File: config.mk
export PLATFORM = sky130hd
export DESIGN_NAME = i2s_sample_scheduler_flat
export DESIGN_NICKNAME = d
export VERILOG_FILES = /design/src/rtl/i2s_pkg.sv /design/src/rtl/i2s_sample_scheduler_if.sv /design/src/rtl/i2s_sample_scheduler_fifo.sv /design/src/rtl/i2s_sample_scheduler.sv /design/src/flat_wrapper.sv
export SDC_FILE = /design/constraint.sdc
export NUM_CORES = 1
export LEC_CHECK = 0
export ABC_AREA = 1
export BUFFER_PORTS_ARGS = -buffer_cell sky130_fd_sc_hd__buf_4
export CAP_MARGIN = 20
export CORE_MARGIN = 1
export CORE_UTILIZATION = 40
export DETAILED_ROUTE_END_ITERATION = 7
export PLACE_DENSITY = 0.68
export RECOVER_POWER = 50
export SETUP_SLACK_MARGIN = 0.05
export SLEW_MARGIN = 25
export SYNTH_ARGS = -nofsm -noshare
export SYNTH_HDL_FRONTEND = slang
export SYNTH_SLANG_ARGS = --single-unit
File: constraint.sdc
create_clock -name clk -period 3.2 [get_ports clk]
set_input_delay 0.64 -clock clk [delete_from_list [all_inputs] [get_ports clk]]
set_output_delay 0.64 -clock clk [all_outputs]
set_load 0.1 [all_outputs]
File: src/rtl/i2s_pkg.sv
// Shared types and constants for the I2S sample scheduler.
package i2s_pkg;

   localparam int DATA_W_DEF = 12;
   localparam int CNT_W      = 16;

   typedef struct packed {
      logic [DATA_W_DEF-1:0] left;
      logic [DATA_W_DEF-1:0] right;
   } frame_t;

   typedef enum logic [1:0] {
      ST_IDLE   = 2'd0,
      ST_FILL   = 2'd1,
      ST_STREAM = 2'd2,
      ST_DRAIN  = 2'd3
   } state_e;

   function automatic logic [CNT_W-1:0] sat_inc(input logic [CNT_W-1:0] v);
      return (v == {CNT_W{1'b1}}) ? v : v + {{(CNT_W-1){1'b0}}, 1'b1};
   endfunction

endpackage

File: src/rtl/i2s_sample_scheduler_if.sv
// Producer stream and I2S master connections of the sample scheduler.
interface i2s_sample_scheduler_if #(parameter int DATA_W = 12);

   logic              in_valid;
   logic              in_ready;
   logic [DATA_W-1:0] in_left;
   logic [DATA_W-1:0] in_right;
   logic              right_n_left;
   logic              i2s_enable;
   logic [DATA_W-1:0] left_audio;
   logic [DATA_W-1:0] right_audio;

   modport master (
      output in_valid, in_left, in_right, right_n_left,
      input  in_ready, i2s_enable, left_audio, right_audio
   );

   modport slave (
      input  in_valid, in_left, in_right, right_n_left,
      output in_ready, i2s_enable, left_audio, right_audio
   );

endinterface

File: src/rtl/i2s_sample_scheduler_fifo.sv
// Synchronous first-word-fall-through FIFO with occupancy output.
module stereo_fifo #(
   parameter int WIDTH = 24,
   parameter int DEPTH = 8
) (
   input  logic                     clk,
   input  logic                     rst,
   input  logic                     i_push,
   input  logic                     i_pop,
   input  logic [WIDTH-1:0]         i_wdata,
   output logic [WIDTH-1:0]         o_rdata,
   output logic [$clog2(DEPTH):0]   o_level
);

   localparam int PTR_W = $clog2(DEPTH);

   logic [WIDTH-1:0] r_mem [DEPTH];
   logic [PTR_W-1:0] r_wr_ptr;
   logic [PTR_W-1:0] r_rd_ptr;
   logic [PTR_W:0]   r_level;

   // Pointers wrap naturally because DEPTH is a power of two.
   always_ff @(posedge clk or negedge rst) begin
      if (!rst) begin
         r_wr_ptr <= '0;
         r_rd_ptr <= '0;
         r_level  <= '0;
         for (int i = 0; i < DEPTH; i++) begin
            r_mem[i] <= '0;
         end
      end else begin
         if (i_push) begin
            r_mem[r_wr_ptr] <= i_wdata;
            r_wr_ptr        <= r_wr_ptr + PTR_W'(1);
         end
         if (i_pop) begin
            r_rd_ptr <= r_rd_ptr + PTR_W'(1);
         end
         case ({i_push, i_pop})
            2'b10:   r_level <= r_level + (PTR_W+1)'(1);
            2'b01:   r_level <= r_level - (PTR_W+1)'(1);
            default: r_level <= r_level;
         endcase
      end
   end

   assign o_rdata = r_mem[r_rd_ptr];
   assign o_level = r_level;

endmodule

File: src/rtl/i2s_sample_scheduler.sv
// Feeds buffered stereo frames to an I2S master, updating each channel only
// at the slot boundary that follows it.
module i2s_sample_scheduler
   import i2s_pkg::*;
#(
   parameter int DATA_W           = DATA_W_DEF,
   parameter int FIFO_DEPTH       = 8,
   parameter int MUTE_ON_UNDERRUN = 1,
   parameter int START_LEVEL      = 2
) (
   input  logic                         clk,
   input  logic                         rst,
   input  logic                         run,
   i2s_sample_scheduler_if.slave        bus,
   output logic [$clog2(FIFO_DEPTH):0]  fifo_level,
   output logic                         underrun,
   output logic [CNT_W-1:0]             underrun_count
);

   localparam int LVL_W = $clog2(FIFO_DEPTH) + 1;

   state_e            r_state;
   state_e            w_state_nxt;
   logic              r_sync1, r_sync2, r_hist;
   logic              w_rise, w_fall;
   logic [LVL_W-1:0]  w_level;
   logic [2*DATA_W-1:0] w_head;
   logic              w_push, w_pop, w_in_ready, w_active, w_empty;
   logic [DATA_W-1:0] r_left, r_right, r_pending;
   logic              r_enable, r_underrun;
   logic [CNT_W-1:0]  r_count;

   stereo_fifo #(.WIDTH(2*DATA_W), .DEPTH(FIFO_DEPTH)) u_fifo (
      .clk     (clk),
      .rst     (rst),
      .i_push  (w_push),
      .i_pop   (w_pop),
      .i_wdata ({bus.in_left, bus.in_right}),
      .o_rdata (w_head),
      .o_level (w_level)
   );

   // right_n_left is BCLK-derived, so it is resynchronized before edge detection.
   always_ff @(posedge clk or negedge rst) begin
      if (!rst) begin
         r_sync1 <= 1'b0;
         r_sync2 <= 1'b0;
         r_hist  <= 1'b0;
      end else begin
         r_sync1 <= bus.right_n_left;
         r_sync2 <= r_sync1;
         r_hist  <= r_sync2;
      end
   end

   assign w_rise     = r_sync2 & ~r_hist;
   assign w_fall     = ~r_sync2 & r_hist;
   assign w_active   = (r_state == ST_STREAM) || (r_state == ST_DRAIN);
   assign w_empty    = (w_level == '0);
   assign w_in_ready = (w_level < LVL_W'(FIFO_DEPTH)) && ((r_state != ST_IDLE) || run)
                       && (r_state != ST_DRAIN);
   assign w_push     = bus.in_valid & w_in_ready;
   assign w_pop      = w_active & w_rise & ~w_empty;

   // State register.
   always_ff @(posedge clk or negedge rst) begin
      if (!rst) begin
         r_state <= ST_IDLE;
      end else begin
         r_state <= w_state_nxt;
      end
   end

   // Next-state decode.
   always_comb begin
      w_state_nxt = r_state;
      case (r_state)
         ST_IDLE: begin
            if (run) w_state_nxt = ST_FILL;
            else     w_state_nxt = ST_IDLE;
         end
         ST_FILL: begin
            if (!run)                                   w_state_nxt = ST_DRAIN;
            else if (w_level >= LVL_W'(START_LEVEL))    w_state_nxt = ST_STREAM;
            else                                        w_state_nxt = ST_FILL;
         end
         ST_STREAM: begin
            if (!run) w_state_nxt = ST_DRAIN;
            else      w_state_nxt = ST_STREAM;
         end
         ST_DRAIN: begin
            if (run)                    w_state_nxt = ST_STREAM;
            else if (w_empty && w_fall) w_state_nxt = ST_IDLE;
            else                        w_state_nxt = ST_DRAIN;
         end
         default: w_state_nxt = ST_IDLE;
      endcase
   end

   // Sample registers, underrun reporting and the master enable.
   always_ff @(posedge clk or negedge rst) begin
      if (!rst) begin
         r_left     <= '0;
         r_right    <= '0;
         r_pending  <= '0;
         r_enable   <= 1'b0;
         r_underrun <= 1'b0;
         r_count    <= '0;
      end else begin
         r_enable   <= (w_state_nxt == ST_STREAM) || (w_state_nxt == ST_DRAIN);
         r_underrun <= 1'b0;
         if (r_state == ST_IDLE) begin
            r_left    <= '0;
            r_right   <= '0;
            r_pending <= '0;
         end else if (w_active && w_rise) begin
            if (!w_empty) begin
               r_left    <= w_head[2*DATA_W-1:DATA_W];
               r_pending <= w_head[DATA_W-1:0];
            end else begin
               // A drained queue running dry is expected, so only STREAM counts it.
               if (r_state == ST_STREAM) begin
                  r_underrun <= 1'b1;
                  r_count    <= sat_inc(r_count);
               end
               if (MUTE_ON_UNDERRUN != 0) begin
                  r_left    <= '0;
                  r_pending <= '0;
               end
            end
         end else if (w_active && w_fall) begin
            r_right <= r_pending;
         end
      end
   end

   assign bus.in_ready    = w_in_ready;
   assign bus.i2s_enable  = r_enable;
   assign bus.left_audio  = r_left;
   assign bus.right_audio = r_right;
   assign fifo_level      = w_level;
   assign underrun        = r_underrun;
   assign underrun_count  = r_count;

endmodule

File: src/flat_wrapper.sv
// flat-port wrapper written by rule: the top's interface ports become plain ports
module i2s_sample_scheduler_flat import i2s_pkg::*;
#(
   parameter int DATA_W           = DATA_W_DEF,
   parameter int FIFO_DEPTH       = 8,
   parameter int MUTE_ON_UNDERRUN = 1,
   parameter int START_LEVEL      = 2
)
  (clk, rst, run, fifo_level, underrun, underrun_count, bus_in_valid, bus_in_left, bus_in_right, bus_right_n_left, bus_in_ready, bus_i2s_enable, bus_left_audio, bus_right_audio);
  i2s_sample_scheduler_if #(.DATA_W(DATA_W)) bus_i ();
  input  logic clk;
  input  logic rst;
  input  logic run;
  output logic [$clog2(FIFO_DEPTH):0] fifo_level;
  output logic underrun;
  output logic [CNT_W-1:0] underrun_count;
  input wire logic [$bits(bus_i.in_valid)-1:0] bus_in_valid;
  input wire logic [$bits(bus_i.in_left)-1:0] bus_in_left;
  input wire logic [$bits(bus_i.in_right)-1:0] bus_in_right;
  input wire logic [$bits(bus_i.right_n_left)-1:0] bus_right_n_left;
  output wire logic [$bits(bus_i.in_ready)-1:0] bus_in_ready;
  output wire logic [$bits(bus_i.i2s_enable)-1:0] bus_i2s_enable;
  output wire logic [$bits(bus_i.left_audio)-1:0] bus_left_audio;
  output wire logic [$bits(bus_i.right_audio)-1:0] bus_right_audio;
  assign bus_i.in_valid = bus_in_valid;
  assign bus_i.in_left = bus_in_left;
  assign bus_i.in_right = bus_in_right;
  assign bus_i.right_n_left = bus_right_n_left;
  assign bus_in_ready = bus_i.in_ready;
  assign bus_i2s_enable = bus_i.i2s_enable;
  assign bus_left_audio = bus_i.left_audio;
  assign bus_right_audio = bus_i.right_audio;
  i2s_sample_scheduler #(.DATA_W(DATA_W), .FIFO_DEPTH(FIFO_DEPTH), .MUTE_ON_UNDERRUN(MUTE_ON_UNDERRUN), .START_LEVEL(START_LEVEL)) u_core (.clk(clk), .rst(rst), .run(run), .bus(bus_i), .fifo_level(fifo_level), .underrun(underrun), .underrun_count(underrun_count));
endmodule
==> metrics, run 1 <==
share of post-route cells with drive strength above 1 0.117; crit-path cells inv_4 -> nand2_8 -> inv_4 -> a21oi_4 -> buf_4 -> buf_4; Area Growth Syn to Fin 13.0%; YS warnings 0; CP top delay family buffers and inverters; Core Area between 20000 and 30000 um^2; ANT cells 0; RSZ-0062 raised after global routing no; Worst Path Buf+Inv 4; Inst Count DP between 1500 and 2000; minimum clock period ~2.7 ns; Mean Syn Cell Area 8.64 um^2; width of the chip ~170 um; library cells used by synthesis 31; Hold Slack ~0.23 ns; final setup vio count 0; Top Ports 76; ANT nets after route 0; Synth Register Bits 260; CP max stage delay approximately 0.5 ns; die height roughly 170 um; switching share of power 0.420; gr usage total 0.190; Leak Pwr between 6 and 7 nW; CTS Sinks 260; combinational cell fraction of total power 0.390; # resized after CTS 0; initial antenna violation count 0; FMAX 0.371 GHz; Row Count just over 60; first-pass GRT wire length 47200 um; period utilization 0.841; Synth Instances between 1000 and 1500; via/cell ratio ~5.2; power per cell area ~1100 nW/um^2; crit path DAT slightly above 2 ns; Clk pwr share 0.218; total gr overflow 0; failing checks max-capacitance violations, max-slew violations; Tot Pwr 0.0143 W; clk slew on worst S/H paths 0.06 ns; internal power 0.00828 W; critical path endpoint category primary output; H-tree depth 1; Worst-Margin Slew approximately 2.1 ns; reg2reg path depth 6; max-cap violations 1; Starting Density 0.410; number of global-route vias before repair ~9100; die area ~30000 um^2; hold-fix buffers at CTS 0; final net count 1449; Mapped Area 11900 um^2; WP data required about 2.6 ns; Num CTS Buffers 28; CTS Root Cell clkbuf_16; Hold Crit Depth 1; Hold EP u_core.r_sync1; CP Max Fanout 15; port bufs 75; CTS tree done; Sw Pwr 0.00600 W; worst skew pair latency around 0.54 ns; Avg WL per Cell about 16 um; CP Class reg -> out; R2R Setup Slk between 0.9 and 1 ns; register area share after synthesis 0.546; Critical R2R Capture u_core.r_pending[8]; vias between 9000 and 10000; maximum vdd drop 0.470 mV; HP Start bus_right_n_left; Max-slew headroom -0.409; Slew Limit Fails 81; Worst Hold Class in -> reg; r2r startpoint u_core.u_fifo.r_rd_ptr[0]; detailed placement HPWL roughly 16000 um; Starting DRT DRC Count 670; status finished, violations left; CP max stage cell dfrtp_1; largest net degree at the start of global routing 83; setup TNS 0 ns; Finished Layout Cells 1817; Syn Nets 1413; Hold Vio Cnt, Final 0; nature of the critical path startpoint flip-flop; DRT Pass-1 Iters 5; clock tree buffer depth 3; Setup Fix Bufs, Post-CTS 0; Residual DRC 0; WL final 28300 um; sequential power share 0.392; gp weighted congestion just under 0.8; Clock Skew 0.00742 ns
==> cell type report <==
cell class                      instances  area [um^2]
Clock buffer                           44          862
Clock inverter                          5         27.5
Fill cell                            2816        15600
Inverter                               60          230
Multi-Input combinational cell        971         4630
Sequential cell                       260         6510
Tap cell                              384          480
Timing Repair Buffer                   93          721
==> power by group through the flow <==
stage / registers [W] / clock network, W / logic, W
after CTS: 0.00558 / 0.00319 / 0.00563
after global placement: 0.00557 / 0 / 0.00549
after floorplan: 0.00653 / 0 / 0.00335
after global routing: 0.00577 / 0.00331 / 0.00624
final: 0.00560 / 0.00312 / 0.00557
after detailed placement: 0.00562 / 0 / 0.00561
==> synthesized netlist by cell type, drive strengths merged <==
library cell	number	area share
nand4	4	0.0021
xnor2	2	0.0015
nor3	7	0.0029
clkinv	2	0.00063
dfrtp	260	0.55
o211ai	48	0.030
a21oi	4	0.0026
nand3b	3	0.0019
nand2	339	0.11
buf	56	0.036
xor2	9	0.0066
o21ai	297	0.13
clkbuf	31	0.0099
nand3	75	0.039
inv	58	0.019
ha	6	0.0063
nor2	176	0.056
o2bb2ai	1	0.00074
==> through the flow <==
stage,util,setup WS [ns],instance area (um^2)
floorplan,-,0.242,11900
global placement,0.434,0.959,12600
detailed placement,0.434,0.901,12600
CTS,0.465,0.480,13500
global route,0.464,0.394,13500
finish,0.464,0.508,13500
==> routing by layer <==
metal	GRT usage	vias to the layer above	routed length, um
met3	0.0284	35	1500
met2	0.323	219	13600
met4	0.0475	0	478
li1	-	4621	-
met1	0.254	4511	12700
met5	0	-	0
==> placed cells by master (no fill, tap or decap), types with 9 or more instances in the layout <==
| cell | instances |
|---|---|
| nor2_1 | 174 |
| o211ai_1 | 48 |
| o21ai_2 | 17 |
| o21ai_0 | 153 |
| xor2_1 | 9 |
| clkbuf_1 | 9 |
| o21ai_1 | 127 |
| buf_4 | 85 |
| nand2_1 | 338 |
| inv_1 | 54 |
| nand3_1 | 67 |
| dfrtp_1 | 258 |
| clkbuf_16 | 29 |
==> state kept, by name (all words and copies together), names as in the netlist <==
register                flops
u_core.u_fifo.r_mem       192
u_core.r_pending           12
u_core.u_fifo.r_wr_ptr      3
u_core.underrun             1
u_core.u_fifo.o_level       4
u_core.r_state              1
u_core.r_hist               1
u_core.bus.right_audio     12
u_core.bus.left_audio      12
u_core.u_fifo.r_rd_ptr      3
u_core.underrun_count      16
u_core.r_sync1              1
u_core.bus.i2s_enable       1
u_core.r_sync2              1
==> how the worst max path moves through the flow <==
stage	startpoint	to	slack (ns)	cells after the start
global placement	run	u_core.u_fifo.o_level[2]	0.96	10
finish	u_core.bus.i2s_enable	bus_in_ready	0.51	6
CTS	u_core.bus.i2s_enable	bus_in_ready	0.48	6
floorplan	u_core.bus.i2s_enable	u_core.u_fifo.o_level[2]	0.24	13
detailed placement	run	u_core.u_fifo.o_level[2]	0.90	10
global route	u_core.bus.i2s_enable	bus_in_ready	0.39	6
==> kinds of logic (layout without fill, tap and decap cells) <==
kind of cell / after synthesis / count (layout) / share of synthesized area
XOR/XNOR: 11 / 11 / 0.00809
AO/OA/AOI/OAI: 350 / 350 / 0.164
AND/OR/NAND/NOR: 604 / 604 / 0.210
flip-flops: 260 / 260 / 0.546
adder cells (fa/ha/maj): 6 / 6 / 0.00630
buffers and inverters: 147 / 202 / 0.0656
(Power assumes the default switching activity.)
==> run 2: changes to the inputs <==
==> constraint.sdc (replaced) <==
create_clock -name clk -period 2.49 [get_ports clk]
set_input_delay 0.498 -clock clk [delete_from_list [all_inputs] [get_ports clk]]
set_output_delay 0.498 -clock clk [all_outputs]
set_load 0.1 [all_outputs]
==> run 2 against run 1 <==
Critical path type unchanged; register-to-register slack worse by 0.64 ns; the run now ends clean; via count is 1.0% higher; worst hold slack worse by 0.13 ns; count of clock-buffer cells in the layout is 2 lower; first-iteration DRC count is 3.6% higher; largest power group is now combinational logic; non-clock buffer count is 16 higher.
==> metrics, run 2 (same netlist as run 1, synthesis figures left out) <==
power per cell area 1360 nW/um^2; Tot Pwr 0.0186 W; Sw Pwr between 0.007 and 0.008 W; gr usage total 0.194; Slew Limit Fails 0; Hold Crit Depth 1; Reg with most FFs u_core.u_fifo.r_mem; r2r startpoint u_core.bus.i2s_enable; total gr overflow 0; period utilization 0.946; commonest non-fill, non-tap cells in the layout nand2_1, dfrtp_1, nor2_1; Top Ports 76; Hold EP u_core.r_sync1; CP Max Fanout 15; Worst Path Buf+Inv 5; DRT Pass-1 Iters 5; clock tree buffer depth 3; status finished, final reports clean; first-pass GRT wire length 48600 um; nature of the critical path startpoint flip-flop; maximum vdd drop 0.631 mV; port bufs between 70 and 80; critical path's most frequent cell inv_4; Starting DRT DRC Count 694; reg2reg path depth 11; detailed placement HPWL about 17000 um; Worst Hold Class in -> reg; Core Area 29000 um^2; via/cell ratio roughly 5.2; initial antenna violation count 0; Worst-Margin Slew 1.20 ns; switching share of power 0.421; combinational cell fraction of total power 0.408; minimum clock period between 2 and 2.5 ns; Num CTS Buffers 27; Row Count slightly above 60; CP Class reg -> out; Starting Density 0.410; setup TNS 0 ns; critical path endpoint category primary output; Critical R2R Capture u_core.u_fifo.o_level[2]; WP data required 1.99 ns; die height between 150 and 200 um; Area Growth Syn to Fin 14.4%; Clk pwr share 0.211; crit-path cells inv_4 -> nand2_8 -> inv_4 -> a21oi_4 -> buf_8 -> buf_4 -> buf_12; RSZ-0062 raised after global routing no; clk slew on worst S/H paths 0.06 ns; max FFs per register approximately 190; Residual DRC 0; CP max stage delay approximately 0.44 ns; worst skew pair latency roughly 0.54 ns; Hold Vio Cnt, Final 0; die area ~30000 um^2; ANT cells 0; R2R Setup Slk about 0.31 ns; max-cap violations 0; CTS Sinks 260; share of post-route cells with drive strength above 1 0.128; ANT nets after route 0; FMAX around 0.42 GHz; WL final 28900 um; H-tree depth 1; Leak Pwr 6.45 nW; final setup vio count 0; Final Util 0.470; Hold Slack ~0.096 ns; Max-slew headroom 0.197; crit path DAT 1.86 ns; gp weighted congestion 0.802; vias approximately 9500; width of the chip between 150 and 200 um; CTS tree done; number of global-route vias before repair between 9000 and 10000; sequential power share 0.382; CP max stage cell dfrtp_4; internal power 0.0107 W; CP top delay family buffers and inverters; commonest non-fill, non-tap cell in the layout nand2_1; Avg WL per Cell roughly 16 um; largest net degree at the start of global routing 98; Clock Skew between 0.015 and 0.02 ns; final net count between 1000 and 1500; HP Start bus_right_n_left; CTS Root Cell clkbuf_16
[run 2: changes by cell type in the layout (fill, tap and decap cells not counted), sizes merged]
cell	delta
buf	+12
bufinv	+1
clkbuf	+1
clkinv	-1
dlygate4sd3	+1
inv	+1
[run 2: how the worst max path moves through the flow]
stage / endpoint / cells after the start / from / slack [ns]
3_5_place_dp: u_core.u_fifo.r_mem[124] / 7 / u_core.bus.i2s_enable / 0.29
2_1_floorplan: u_core.u_fifo.o_level[2] / 13 / u_core.bus.i2s_enable / 0.07
4_1_cts: bus_in_ready / 7 / u_core.r_state[0] / 0.10
3_3_place_gp: bus_in_ready / 7 / u_core.bus.i2s_enable / 0.33
5_1_grt: bus_in_ready / 7 / u_core.bus.i2s_enable / 0.07
6_report: bus_in_ready / 7 / u_core.bus.i2s_enable / 0.14
[run 2: layout make-up]
cell class                      count  area (um^2)
Fill cell                        2837        15400
Inverter                           60          231
Clock buffer                       42          792
Timing Repair Buffer              109          895
Clock inverter                      6         61.3
Sequential cell                   260         6520
Tap cell                          384          480
Multi-Input combinational cell    971         4640
[run 2: stage by stage]
stage          std cells  instance area (um^2)  setup slack [ns]
2_1_floorplan       1378                 11900            0.0710
3_3_place_gp        1778                 12800             0.335
3_5_place_dp        1778                 12800             0.285
4_1_cts             1830                 13700             0.102
5_1_grt             1832                 13600            0.0685
6_report            1832                 13600             0.136
[run 2: repair_timing]
item	4_1_cts	5_1_grt
hold buffers	1	0
endpoints found under the setup margin	1	2
hold endpoints to repair	56	0
buffers inserted	3	2
pin swaps	0	1
resized for setup	5	1
[run 2: layer usage]
layer | part of all wire | GRT usage
met2 | 0.47 | 0.324
met5 | 0 | 0
met3 | 0.041 | 0.0256
met1 | 0.47 | 0.271
met4 | 0.015 | 0.0417
[run 2: power groups by stage]
stage                     Combinational, W  Clock [W]  Sequential, W
after floorplan                    0.00432          0        0.00842
after global placement             0.00732          0        0.00707
after detailed placement           0.00750          0        0.00713
after CTS                          0.00761    0.00399        0.00707
after global routing               0.00844    0.00414        0.00730
final                              0.00756    0.00391        0.00708
[run 2: worst register-to-register path, delay by kind of cell (launching register included)]
kind,cells,cell delay [ns]
AOI/OAI and AO/OA,2,0.19
and+or+nand+nor,3,0.41
xor gates and xnor gates,2,0.37
buffers and inverters,2,0.30
DFF,1,0.44
adders and majority gates,2,0.38
==> run 3: changes to the inputs <==
--- a/config.mk
+++ b/config.mk
@@ -11,7 +11,7 @@
 export CORE_MARGIN = 1
 export CORE_UTILIZATION = 40
 export DETAILED_ROUTE_END_ITERATION = 7
-export PLACE_DENSITY = 0.68
+export PLACE_DENSITY = 0.71
 export RECOVER_POWER = 50
 export SETUP_SLACK_MARGIN = 0.05
 export SLEW_MARGIN = 25
==> constraint.sdc (replaced) <==
create_clock -name clk -period 1.9 [get_ports clk]
set_input_delay 0.38 -clock clk [delete_from_list [all_inputs] [get_ports clk]]
set_output_delay 0.38 -clock clk [all_outputs]
set_load 0.1 [all_outputs]
==> run 3 against run 2 <==
The flow now finishes with violations (negative setup slack); die area did not move; count of clock-buffer cells in the layout down 4; clock skew decreased by 0.012 ns; clock power grew 35%; sequential share of layout area is 1.8 points lower; utilization grew 1.9 points; routed wire length increased by 2.9%; highest routed layer unchanged; worst setup slack got worse by 0.29 ns.
==> metrics, run 3 (same netlist as run 1, synthesis figures left out) <==
status finished, violations left; failing checks negative setup slack; crit path DAT around 1.7 ns; Hold Vio Cnt, Final 0; clock tree buffer depth 3; commonest non-fill, non-tap cell in the layout nand2_1; Core Area about 29000 um^2; ANT nets after route 0; Starting DRT DRC Count 830; ANT cells 0; reg2reg path depth 11; CTS Sinks 260; critical path's most frequent cell nand2_2; width of the chip approximately 170 um; die height between 150 and 200 um; via/cell ratio 5.24; H-tree depth 1; die area 30500 um^2; initial antenna violation count 0; final setup vio count 4; Hold Crit Depth 3; Worst-Margin Slew 1.24 ns; DP Area 13100 um^2; CTS tree done; minimum clock period 2.06 ns; Slew Limit Fails 0; Clock Skew 0.00697 ns; filler instances roughly 2700; HP Start bus_in_left[4]; Row Count 62; DP Worst Slack -0.0498 ns; WL final slightly below 30000 um; Tot Pwr approximately 0.025 W; clk slew on worst S/H paths around 0.06 ns; Reg with most FFs u_core.u_fifo.r_mem; period utilization 1.08; crit-path cells nand2_2 -> nand2_2 -> a21oi_4 -> buf_12 -> buf_16; sequential power share 0.373; Sw Pwr 0.0104 W; port bufs 75; WP data required approximately 1.5 ns; Max-slew headroom 0.175; max FFs per register between 150 and 200; Critical Path Source u_core.bus.i2s_enable; Hold Slack between 0.2 and 0.25 ns; CP max stage delay 0.52 ns; share of post-route cells with drive strength above 1 0.166; internal power 0.0146 W; Final Util 0.489; Starting Density 0.410; CTS Root Cell clkbuf_16; RSZ-0062 raised after global routing yes; R2R Setup Slk -0.09 ns; design area approximately 14000 um^2; vias around 9800; DRT Pass-1 Iters 5; Leak Pwr around 6.7 nW; CP Class reg -> out; worst skew pair latency ~0.54 ns; Hold EP u_core.u_fifo.r_mem[64]; Critical R2R Capture u_core.u_fifo.o_level[2]; Top Ports 76; Num CTS Buffers 27; worst setup slack after layout -0.158 ns; gp weighted congestion 0.849; detailed placement HPWL about 17000 um; commonest non-fill, non-tap cells in the layout nand2_1, dfrtp_1, nor2_1; Area Growth Syn to Fin 19.1%; number of global-route vias before repair around 9600; Residual DRC 0; power per cell area 1760 nW/um^2; r2r startpoint u_core.bus.i2s_enable; first-pass GRT wire length just under 50000 um; maximum vdd drop roughly 0.77 mV; final net count 1492; Avg WL per Cell 16.0 um; nature of the critical path startpoint flip-flop; total gr overflow 0; switching share of power 0.416; max-cap violations 0; FMAX 0.486 GHz; gr usage total 0.196; CP max stage cell dfrtp_4; Clk pwr share 0.210; largest net degree at the start of global routing 69; Worst Hold Class in -> reg; CP Max Fanout 4; critical path endpoint category primary output; combinational cell fraction of total power 0.417
## run 3: cell types whose count changed in the layout (fill, tap and decap cells not counted), moves of 5 or more
cell | before | now
buf_12 | 7 | 16
buf_4 | 89 | 103
buf_6 | 0 | 5
clkbuf_1 | 14 | 6
clkinv_2 | 4 | 10
dfrtp_1 | 253 | 241
dfrtp_2 | 4 | 14
nand2_1 | 337 | 332
## run 3: stage by stage
step / instances / setup TNS (ns)
floorplan: 1378 / -1.63
global placement: 1796 / 0
detailed placement: 1796 / -0.0498
CTS: 1859 / -0.291
global route: 1862 / -2.16
finish: 1862 / -0.362
## run 3: worst max-delay path by stage
stage               slack (ns)                  endpoint  depth (start not counted)
floorplan                -0.44  u_core.u_fifo.o_level[2]                         13
global placement          0.02  u_core.u_fifo.o_level[2]                         10
detailed placement       -0.05  u_core.u_fifo.o_level[2]                         10
CTS                      -0.15              bus_in_ready                          5
global route             -0.21  u_core.u_fifo.o_level[2]                         11
finish                   -0.16              bus_in_ready                          5
## run 3: what timing repair did
item	in CTS	in global routing
resized for setup	19	13
hold buffers	2	0
buffers inserted	11	1
endpoints found under the hold margin	40	0
gates cloned	0	2
endpoints found under the setup margin	4	196
pin swaps	6	7
## run 3: worst max-delay path: cells and delay by family (launching register included)
| kind | cells | cell delay (ns) |
|---|---|---|
| AOI/OAI and AO/OA | 1 | 0.17 |
| buffers and inverters | 2 | 0.30 |
| DFF | 1 | 0.52 |
| and+or+nand+nor | 2 | 0.15 |
## run 3: power by group through the flow
stage	clock network, W	logic, W	registers [W]
global route	0.00557	0.0116	0.00961
global placement	0	0.00985	0.00927
finish	0.00526	0.0104	0.00934
detailed placement	0	0.0101	0.00936
floorplan	0	0.00569	0.0111
CTS	0.00538	0.0103	0.00930
## run 3: routing by layer
metal | track usage | routed length (um) | up-vias
li1 | - | - | 4724
met1 | 0.266 | 13300 | 4681
met2 | 0.333 | 14000 | 293
met3 | 0.0217 | 1650 | 57
met4 | 0.0525 | 711 | 0
met5 | 0 | 0 | -
## run 3: final cells by class
class                      count  area, um^2  share of cell area
sequential                   260        6540               0.461
multi-input combinational    971        4740               0.334
timing repair buffer         137        1300              0.0915
clock buffer                  38         777              0.0548
tap                          384         480              0.0339
inverter                      60         236              0.0167
clock inverter                12         114             0.00803
